===== src/rtl/reaction_time_display_mux.sv =====
// Reaction-time display stage: clamps to 9999, converts to BCD by sequential double dabble,
// and scans four active-low 7-segment digits. Optional macro: LEADING_ZERO_BLANK_EN.
module reaction_time_display_mux #(
    parameter int unsigned REFRESH_DIV = 50000
) (
    input  logic        clk,
    input  logic        reset,
    input  logic [13:0] value,
    input  logic        load,
    output logic        busy,
    output logic [6:0]  seg,
    output logic [3:0]  an
);
    localparam int unsigned BIN_W = 14;
    localparam int unsigned BCD_W = 16;
    localparam int unsigned CNT_W = (REFRESH_DIV > 1) ? $clog2(REFRESH_DIV) : 1;
    localparam logic [BIN_W-1:0] MAX_VAL   = BIN_W'(9999);
    localparam logic [3:0]       LAST_STEP = 4'(BIN_W - 1);
    localparam logic [CNT_W-1:0] CNT_LAST  = CNT_W'(REFRESH_DIV - 1);
    localparam logic [6:0]       SEG_BLANK = 7'b1111111;

    typedef enum logic {IDLE, SHIFT} state_e;

    state_e           state_q;
    logic [BIN_W-1:0] bin_q;
    logic [BCD_W-1:0] bcd_q;
    logic [3:0]       step_q;
    logic             busy_q;
    logic [BCD_W-1:0] disp_q;
    logic [CNT_W-1:0] cnt_q;
    logic [1:0]       digit_q;
    logic [6:0]       seg_q;
    logic [3:0]       an_q;

    logic [BIN_W-1:0] value_clamped;
    logic [BCD_W-1:0] bcd_adj;
    logic [BCD_W-1:0] bcd_d;
    logic [BIN_W-1:0] bin_d;
    logic [3:0]       nibble;
    logic             blank;

    assign value_clamped = (value > MAX_VAL) ? MAX_VAL : value;

    // One double-dabble step: add 3 to nibbles >= 5, then shift {bcd, bin} left.
    always_comb begin
        bcd_adj = bcd_q;
        for (int i = 0; i < 4; i++) begin
            if (bcd_q[4*i +: 4] >= 4'd5) begin
                bcd_adj[4*i +: 4] = bcd_q[4*i +: 4] + 4'd3;
            end
        end
        bcd_d = {bcd_adj[BCD_W-2:0], bin_q[BIN_W-1]};
        bin_d = {bin_q[BIN_W-2:0], 1'b0};
    end

    always_comb begin
        nibble = 4'd0;
        blank  = 1'b0;
        case (digit_q)
            2'd0: nibble = disp_q[3:0];
            2'd1: nibble = disp_q[7:4];
            2'd2: nibble = disp_q[11:8];
            2'd3: nibble = disp_q[15:12];
            default: nibble = 4'd0;
        endcase
`ifdef LEADING_ZERO_BLANK_EN
        // A digit is blank when it and every higher digit are zero; units always shown.
        case (digit_q)
            2'd1: blank = (disp_q[15:4] == 12'd0);
            2'd2: blank = (disp_q[15:8] == 8'd0);
            2'd3: blank = (disp_q[15:12] == 4'd0);
            default: blank = 1'b0;
        endcase
`else
        blank = 1'b0;
`endif
    end

    function automatic logic [6:0] decode(input logic [3:0] d);
        case (d)
            4'd0: decode = 7'b1000000;
            4'd1: decode = 7'b1111001;
            4'd2: decode = 7'b0100100;
            4'd3: decode = 7'b0110000;
            4'd4: decode = 7'b0011001;
            4'd5: decode = 7'b0010010;
            4'd6: decode = 7'b0000010;
            4'd7: decode = 7'b1111000;
            4'd8: decode = 7'b0000000;
            4'd9: decode = 7'b0010000;
            default: decode = SEG_BLANK;
        endcase
    endfunction

    // Conversion FSM, refresh scan and registered display outputs.
    always_ff @(posedge clk) begin
        if (reset) begin
            state_q <= IDLE;
            bin_q   <= '0;
            bcd_q   <= '0;
            step_q  <= 4'd0;
            busy_q  <= 1'b0;
            disp_q  <= '0;
            cnt_q   <= '0;
            digit_q <= 2'd0;
            seg_q   <= 7'b1000000;
            an_q    <= 4'b1110;
        end else begin
            case (state_q)
                IDLE: begin
                    if (load) begin
                        bin_q   <= value_clamped;
                        bcd_q   <= '0;
                        step_q  <= 4'd0;
                        busy_q  <= 1'b1;
                        state_q <= SHIFT;
                    end
                end
                SHIFT: begin
                    bin_q  <= bin_d;
                    bcd_q  <= bcd_d;
                    step_q <= step_q + 4'd1;
                    if (step_q == LAST_STEP) begin
                        disp_q  <= bcd_d;
                        busy_q  <= 1'b0;
                        state_q <= IDLE;
                    end
                end
                default: state_q <= IDLE;
            endcase

            if (cnt_q == CNT_LAST) begin
                cnt_q   <= '0;
                digit_q <= digit_q + 2'd1;
            end else begin
                cnt_q <= cnt_q + CNT_W'(1);
            end

            if (blank) begin
                seg_q <= SEG_BLANK;
                an_q  <= 4'b1111;
            end else begin
                seg_q <= decode(nibble);
                an_q  <= ~(4'b0001 << digit_q);
            end
        end
    end

    assign busy = busy_q;
    assign seg  = seg_q;
    assign an   = an_q;

endmodule


===== config.mk =====
export PLATFORM = sky130hd
export DESIGN_NAME = reaction_time_display_mux
export DESIGN_NICKNAME = d
export VERILOG_FILES = /design/src/rtl/reaction_time_display_mux.sv
export SDC_FILE = /design/constraint.sdc
export NUM_CORES = 1
export LEC_CHECK = 0
export BUFFER_PORTS_ARGS = -buffer_cell sky130_fd_sc_hd__buf_2
export CAP_MARGIN = 20
export CORE_MARGIN = 3
export CORE_UTILIZATION = 35
export CTS_CLUSTER_SIZE = 8
export DETAILED_ROUTE_END_ITERATION = 12
export GPL_ROUTABILITY_DRIVEN = 0
export PLACE_DENSITY = 0.62
export SYNTH_ARGS = -nofsm -noshare
export SYNTH_HDL_FRONTEND = slang
export SYNTH_SLANG_ARGS = --single-unit
export TNS_END_PERCENT = 1

===== constraint.sdc =====
create_clock -name clk -period 2.85 [get_ports clk]
set_clock_uncertainty 0.1 [all_clocks]
set_input_delay 0.7125 -clock clk [delete_from_list [all_inputs] [get_ports clk]]
set_output_delay 0.7125 -clock clk [all_outputs]
set_load 0.02 [all_outputs]

## Word-level counts from Yosys, hierarchy flattened

Memories as Yosys holds them, arrays and structs flattened. A register that Yosys moved wholly into a read port is not among the register bits.
Index checks and enable logic that the tools add are counted.

- Flip-flop bits (word level): 74
- Memories kept: 1
- Bits in read-only memories: 112
- Output and inout port bits: 12

- Order comparisons: 5
- Mux-type cells: 18
- $add $sub $neg: 7
- Bitwise operators: 2
- Shift operators: 1
- Equality and inequality tests: 7
- Reductions and logical operators: 4

Memories:

| name | words | width | read ports | clocked after memory_dff | write ports | line | text |
|---|---|---|---|---|---|---|---|
| (no name shown) | 16 | 7 | 1 | 1 | 0 | 80 | `case (d)` |

Operator list:

| cell | count |
|---|---|
| 16-bit one-hot mux with 2 select lines | 1 |
| 14-bit 2-to-1 mux | 2 |
| 14-bit one-hot mux with 2 select lines | 1 |
| 16-bit by 1-bit adder with 16-bit output, second input constant | 1 |
| 16-bit equality test, second input constant | 1 |
| 4-bit by 3-bit >= comparator with 1-bit output, second input constant | 4 |
| 16-bit 2-to-1 mux | 1 |
| 4-bit 2-to-1 mux | 4 |
| 4-bit one-hot mux with 4 select lines | 1 |
| 14-bit > comparator, second input constant | 1 |
| 4-bit by 2-bit adder with 4-bit output, second input constant | 3 |
| 4-bit one-hot mux with 2 select lines | 1 |
| 4-bit by 1-bit adder with 4-bit output, second input constant | 1 |
| 2-bit equality test, second input constant | 2 |
| 4-bit equality test, second input constant | 1 |
| 1-bit 2-to-1 mux | 4 |
| 4-bit inverter | 1 |
| 1-bit one-hot mux with 2 select lines | 2 |
| 2-bit AND reduction | 2 |
| 1-bit by 2-bit left shift with 4-bit output, first input constant | 1 |
| 3-bit by 2-bit adder with 3-bit output, second input constant | 1 |
| 3-bit 2-to-1 mux | 1 |
| 2-bit by 1-bit adder with 2-bit output, second input constant | 1 |
| 2-bit by 1-bit equality test with 1-bit output, second input constant | 1 |
| 5 further kinds | 5 |

## Longest topological paths before layout

Gate-level depths: netlist of run 1.

- Word-level depth: 4
- Gate-level depth with buffers: 9

## Worst setup path before layout of run 1

Ideal clock, no wire load.

- Path type: flip-flop to flip-flop
- From: register digit_q[1]
- To: register seg_q[6] (netlist: seg[6])
- Data required time: 2623 ps
- Data arrival time: 1885 ps
- Path slack: 738 ps
- Cell stages (with the launch flop): 8
- Period minus slack after synthesis: 2112 ps
- Buffers on the path: 0
- Path through: dfxtp_1 > inv_1 > ha_1 > a222oi_1 > mux2i_2 > or2_4 > nand2_4 > or3b_1

- Word-level cells in the longest chain between the ends: 2
- Elaborated cells between the ends (all ways): 5
- Classes of those cells: 3 x eq/ne; 1 x mux; 1 x reduce/logical

RTL lines:

| item | line | text |
|---|---|---|
| start: declaration | 31 | `logic [1:0] digit_q;` |
| start signal: assignment | 134 | `digit_q <= digit_q + 2'd1;` |
| 2-bit equality test (tied with other cells) | 59 | `case (digit_q)` |
| 4-bit one-hot mux with 4 select lines * | 59 |  |
| end: declaration | 32 | `logic [6:0] seg_q;` |

Mark *: on every way between the ends. The rest lies on a longest branch, timed or not.
A chain may end at the register's enable or synchronous reset.

## Worst setup path after layout of run 1

Ends and elaborated chain as after synthesis.

==> results of run 1 <==
area by class of cell:
class	count	share of cell area, %
clock buffers	11	3.11
well taps	136	4.03
repair buffers	32	4.03
flip-flops and latches	81	38.4
multi-input cells	330	47.2
inverters	19	1.69
clock inverters	5	1.51
cell families (layout without fill, tap and decap cells):
kind of cell,count (synthesis),after routing,synth area share [%]
buffers and inverters,44,67,4.37
and+or+nand+nor,181,181,23.7
adders and majority gates,19,19,6.29
muxes,11,11,3.11
xor gates and xnor gates,19,19,4.40
DFF,81,81,42.9
AOI/OAI and AO/OA,100,100,15.2
power by group:
group | internal (mW) | switching (mW) | total, mW
Combinational | 0.0418 | 0.0744 | 0.116
Sequential | 1.15 | 0.0158 | 1.17
Clock | 0.413 | 0.420 | 0.834
routing by layer:
| metal | wire length (µm) | vias to the layer above | share of wire (%) |
|---|---|---|---|
| met5 | 0 | - | 0 |
| met3 | 247 | 7 | 3.3 |
| met2 | 3490 | 40 | 47 |
| met1 | 3650 | 1420 | 49 |
| met4 | 80 | 0 | 1.1 |
| li1 | - | 1599 | - |
how the worst max path moves through the flow:
stage / startpoint / to / slack, ns / cells past startpoint
after floorplan: digit_q[1]$_SDFFE_PP0P_ / seg[6]$_SDFF_PP1_ / 0.74 / 7
after global placement: digit_q[1]$_SDFFE_PP0P_ / seg[6]$_SDFF_PP1_ / 0.65 / 7
after detailed placement: digit_q[1]$_SDFFE_PP0P_ / seg[6]$_SDFF_PP1_ / 0.55 / 7
after CTS: digit_q[1]$_SDFFE_PP0P_ / seg[6]$_SDFF_PP1_ / 0.54 / 7
after global routing: digit_q[0]$_SDFFE_PP0P_ / seg[6]$_SDFF_PP1_ / 0.36 / 8
final: digit_q[1]$_SDFFE_PP0P_ / seg[6]$_SDFF_PP1_ / 0.56 / 7
flip-flops by register name, summed over array words and instances, names as in the netlist:
signal	cells
digit_q	2
bin_q	14
disp_q	16
busy	1
seg	7
cnt_q	16
bcd_q	16
step_q	4
an	4
state_q	1
critical path, cell delays in order (launching register included):
cell      delay (ns)
dfxtp_1         0.38
inv_1           0.09
ha_1            0.23
a222oi_1        0.42
mux2i_2         0.22
or2_4           0.30
nand2_4         0.09
or3b_1          0.33
cell usage in the layout (no fill, tap or decap), types with 14 or more instances in the layout:
master	instances
nand2_1	44
buf_2	28
dfxtp_1	80
nand2b_1	14
nor3b_1	18
o21ai_0	17
inv_1	19
a21oi_1	61
nor2_1	56
ha_1	19
metrics by stage:
| step | area [µm²] | std cells | hold WS (ns) | setup WS (ns) | power [mW] |
|---|---|---|---|---|---|
| 3_3_place_gp | 4030 | 598 | 0.325 | 0.650 | 1.31 |
| 3_5_place_dp | 4030 | 598 | 0.331 | 0.548 | 1.31 |
| 6_report | 4220 | 614 | 0.341 | 0.562 | 2.12 |
| 4_1_cts | 4220 | 614 | 0.342 | 0.541 | 2.15 |
| 2_1_floorplan | 3780 | 455 | 0.313 | 0.738 | 1.27 |
| 5_1_grt | 4220 | 614 | 0.387 | 0.364 | 2.21 |
==> key figures, run 1 <==
Job
  • Max-Cap Viols: 0

Die
  • Initial Utilization: approximately 36%
  • Die Area: 12100 µm²
  • Core area: roughly 10000 µm²
  • DIE HEIGHT: 110 µm
  • # rows: 37
  • I/O pin total: 29
  • Die W: 110 µm

Drt
  • WL final: 7470 µm
  • Routed vias/inst: 4.99
  • Post-DR wirelength/cell: 12.2 µm
  • Vias: 3066
  • Drt pass-1 iters: 6
  • DRC viols: 0
  • Initial DRC count: about 150
  • Antenna violation net count after detailed routing: 0

Synth
  • Post-synthesis cell area: 3780 µm²
  • Syn Inst Count: 455
  • Yosys cell types: 38
  • Yosys Warn Count: 0
  • Seq/Total Area, Yosys: 42.9%
  • Primary FF master, synth: dfxtp_1
  • Mapped Nets: 491
  • Post-synth EDFFs: 0
  • Synth top area cells: dfxtp_1 (43%), a21oi_1 (8.1%), ha_1 (6.3%)
  • Post-synth top area share: a little over two fifths
  • Synth Area per Inst: 8.30 µm²
  • Most frequent cell after synthesis: dfxtp_1
  • Top cells by count, synth: dfxtp_1 (81), a21oi_1 (61), nor2_1 (56)
  • Number of synthesized register bits: 81
  • Synth async-reset ratio: 0%
  • Yosys top cell by area: dfxtp_1

Clock network
  • H-tree levels: 3
  • Total setup buffers inserted after CTS: 0
  • Total clock sinks: 81
  • Total CTS buffers: 9
  • PostCTS Resize Cnt: 0
  • Worst-Skew Late Latency: between 0.3 and 0.4 ns
  • Clock Tree Buf Depth: 2
  • CTS root buf: clkbuf_8
  • Cts hold-fix bufs: 0
  • CTS tree: done
  • Clk pin slew, worst setup/hold paths: roughly 0.08 ns

STA
  • Fin. Hold Viols: 0
  • Worst slew margin relative to its limit: 50.8%
  • Worst-Margin Slew: 0.738 ns
  • Final min period: 2.29 ns
  • RSZ-0062 raised after global routing: no
  • Setup TNS: 0 ns
  • Fmax: 437 MHz
  • Setup violators final: 0
  • Max Slew Vio Count: 0
  • Final period util: roughly four fifths

Critical path
  • Setup CP Type: register to register
  • CP max FO: 9
  • R2R depth: 7
  • WP data arrival: 2.43 ns
  • Setup crit end kind: register
  • Crit path launch type: register
  • RR Startpoint: digit_q[1]$_SDFFE_PP0P_
  • Required time worst endpoint: 2.99 ns
  • Reg2Reg Setup Slack: 0.56 ns
  • Worst R2R End: seg[6]$_SDFF_PP1_

Global route
  • Total GRT Usage: between 10% and 20%
  • Met2 Usage GRT: between 20% and 30%
  • First-pass GRT wire length: 13000 µm
  • Routing usage on met3: 3.88%
  • Initial antenna violation count: 0
  • GRT Max-Usage Layer: met2
  • Vias in the first global route: 2825
  • Met1 Use GR: 16.9%
  • GRT overflow: 0
  • Largest net degree at the start of global routing: 39

Placed design
  • Hpwl dp: ~5200 µm
  • Buffers on Ports: 28

Worst hold path
  • Hold Crit Start: cnt_q[0]$_SDFF_PP0_
  • Worst hold stages: 1
  • Hold Crit Class: register to register
  • Hold Path End: cnt_q[0]$_SDFF_PP0_

Finish
  • Ant. Diodes: 0
  • # fillers: 1059
  • Nets@finish: 509
  • Register area: 1620 µm²
  • Area of the multi-input gates: around 2000 µm²
  • Layout area overhead: 11.7%
  • Layout cells sized above 1: 10.7%
  • Fin util: 40.5%

Power and ir drop
  • Power per cell area: between 500 and 600 nW/µm²
  • Leakage power: 1.55 nW
  • Maximum vdd ir drop: 0.274 mV

Status
  • Status: finished clean
No activity file was read; power rests on OpenSTA's default activity.
==> run 2: changes to the inputs <==
clock period = 2.3 ns   (was 2.85 ns; I/O delays follow)
==> run 2 against run 1 <==
Compared with the run above:
- power is 27% higher
- critical path type unchanged
- cell count rose by 1.6%
- sequential share of layout area shrank 1.0 points
- setup slack worse by 0.50 ns
- routed wire length rose by 0.87%
- combinational power up 33%
- critical endpoint unchanged
- clock power is 31% higher
- largest cell class unchanged
- maximum frequency increased by 2.0%
- count of clock-buffer cells in the layout shrank 1
- first-iteration DRC count grew 28%
==> key figures, run 2 (synthesized netlist as in run 1, its figures left out) <==
Drt
  • Post-DR wirelength/cell: 12.1 µm (-0.75%)
  • Routed vias/inst: 4.95 (-0.83%)
  • Vias: 3090 (+0.78%)
  • Initial DRC count: 190 (+28%)
  • WL final: 7530 µm (+0.87%)
  • Drt pass-1 iters: 5 (-1)
  • Antenna violation net count after detailed routing: 0 (unchanged)
  • DRC viols: 0 (unchanged)

Global route
  • Initial antenna violation count: 0 (unchanged)
  • GRT overflow: 0 (unchanged)
  • Largest net degree at the start of global routing: 48 (+23%)
  • Vias in the first global route: 2886 (+2.2%)
  • First-pass GRT wire length: 12700 µm (-2.1%)
  • Total GRT Usage: 13.0% (-0.40 points)

Die
  • Die W: 110 µm (unchanged)
  • Initial Utilization: 36.3% (unchanged)
  • I/O pin total: 29 (unchanged)
  • Die Area: 12100 µm² (unchanged)
  • DIE HEIGHT: 110 µm (unchanged)
  • Core area: 10400 µm² (unchanged)
  • # rows: 37 (unchanged)

Clock network
  • Worst-Skew Late Latency: 0.36 ns (about the same)
  • Clk pin slew, worst setup/hold paths: 0.09 ns (about the same)
  • Clock Tree Buf Depth: 2 (unchanged)
  • CTS tree: done
  • CTS root buf: clkbuf_8
  • H-tree levels: 3 (unchanged)
  • Total clock sinks: 81 (unchanged)
  • Cts hold-fix bufs: 0 (unchanged)
  • Total CTS buffers: 9 (unchanged)

Placed design
  • Buffers on Ports: 28 (unchanged)
  • Hpwl dp: 5320 µm (+2.7%)
  • Post-placement setup slack: 0.0449 ns (-0.503 ns)

Critical path
  • CP delay by family, top: simple AND/OR/NAND/NOR gates
  • Crit path launch type: register
  • Setup CP Type: register to register
  • Cell Chain, Critical Path: inv_1, ha_1, a222oi_1, mux2i_2, or2_4, nand2_4, or3b_1
  • Worst path bufs/invs: 1 (unchanged)
  • Required time worst endpoint: 2.44 ns (-0.55 ns)
  • Max incr delay on CP: 0.43 ns (about the same)
  • CP max FO: 5 (-4)
  • Crit-path slowest cell: a222oi_1
  • WP data arrival: 2.39 ns (-0.04 ns)
  • Setup crit end kind: register

Power and ir drop
  • Leakage power: 1.60 nW (+3.5%)
  • Maximum vdd ir drop: 0.312 mV (+14%)
  • Final Total Pwr: 2.69 mW (+27%)
  • Power per cell area: 620 nW/µm² (+24%)

Finish
  • Most frequent cells in the layout: dfxtp_1 (79), a21oi_1 (61), nor2_1 (56)
  • Largest regs: bcd_q x16, cnt_q x16, disp_q x16
  • Layout area overhead: 14.8%
  • Nets@finish: 519 (+2.0%)
  • Layout cells sized above 1: 13.7% (+3.1 points)
  • Commonest non-fill, non-tap cell in the layout: dfxtp_1
  • Ant. Diodes: 0 (unchanged)

Job
  • Max-Cap Viols: 0 (unchanged)

STA
  • Final min period: 2.24 ns (-0.0455 ns)
  • Worst slew margin relative to its limit: 63.7% (+13 points)
  • Setup violators final: 0 (unchanged)
  • Final period util: 97.5% (+17 points)
  • Fmax: 446 MHz (+2.0%)
  • Worst-Margin Slew: 0.544 ns (-0.194 ns)
  • Fin. Hold Viols: 0 (unchanged)
  • Hold_ws: 0.342 ns (+0.00102 ns)
  • Max Slew Vio Count: 0 (unchanged)
  • Setup WS post-layout: 0.0571 ns (-0.505 ns)

Status
  • Status: finished clean

Worst hold path
  • Hold Crit Class: register to register
run 2: changes by cell type in the layout (fill, tap and decap cells not counted), sizes merged:
cell    delta
buf       +10
clkbuf     -1
clkinv     +1
run 2: layout make-up:
class | instances | area [µm²]
Multi-Input combinational cell | 330 | 2000
Inverter | 19 | 71.3
Sequential cell | 81 | 1620
Tap cell | 136 | 170
Clock inverter | 6 | 75.1
Timing Repair Buffer | 42 | 258
Fill cell | 1069 | 6080
Clock buffer | 10 | 138
run 2: path summary, 6_finish.rpt:
check	slack [ns]	endpoint	start	depth (start not counted)
setup / recovery	0.06	seg[6]$_SDFF_PP1_	digit_q[1]$_SDFFE_PP0P_	7
hold / removal	0.34	cnt_q[0]$_SDFF_PP0_	cnt_q[0]$_SDFF_PP0_	1
setup reg to reg	0.06	seg[6]$_SDFF_PP1_	digit_q[1]$_SDFFE_PP0P_	7
hold reg to reg	0.34	cnt_q[0]$_SDFF_PP0_	cnt_q[0]$_SDFF_PP0_	1
run 2: stage by stage:
stage / setup TNS (ns) / utilization (%) / area [µm²] / instances
finish: 0 / 41.6 / 4340 / 624
global route: -0.0542 / 41.6 / 4340 / 624
CTS: 0 / 41.4 / 4310 / 622
detailed placement: 0 / 39.4 / 4100 / 606
global placement: 0 / 39.4 / 4100 / 606
floorplan: 0 / - / 3780 / 455
run 2: worst reg2reg max path: stages, from the launching register on:
cell and delay, ns:
dfxtp_2 0.36, inv_1 0.08, ha_1 0.25, a222oi_1 0.44, mux2i_2 0.19, or2_4 0.31
nand2_4 0.09, or3b_1 0.35
run 2: what timing repair did:
item | CTS | global route
setup buffers | 0 | 2
endpoints found under the hold margin | 0 | 0
setup endpoints to repair | 0 | 1
resized for setup | 0 | 4
run 2: routing by layer:
layer	up-vias	GRT usage, %	part of all wire [%]
met2	40	21.8	47
met1	1421	16.2	48
li1	1621	-	-
met3	8	3.23	4.1
met5	-	0	0
met4	0	4.10	0.98
run 2: power breakdown:
part / switching [mW] / total, mW / leakage, nW / internal, mW
clock: 0.548 / 1.09 / 0.105 / 0.546
sequential: 0.0149 / 1.44 / 0.657 / 1.43
combinational: 0.0946 / 0.154 / 0.842 / 0.0589
total: 0.658 / 2.69 / 1.60 / 2.03
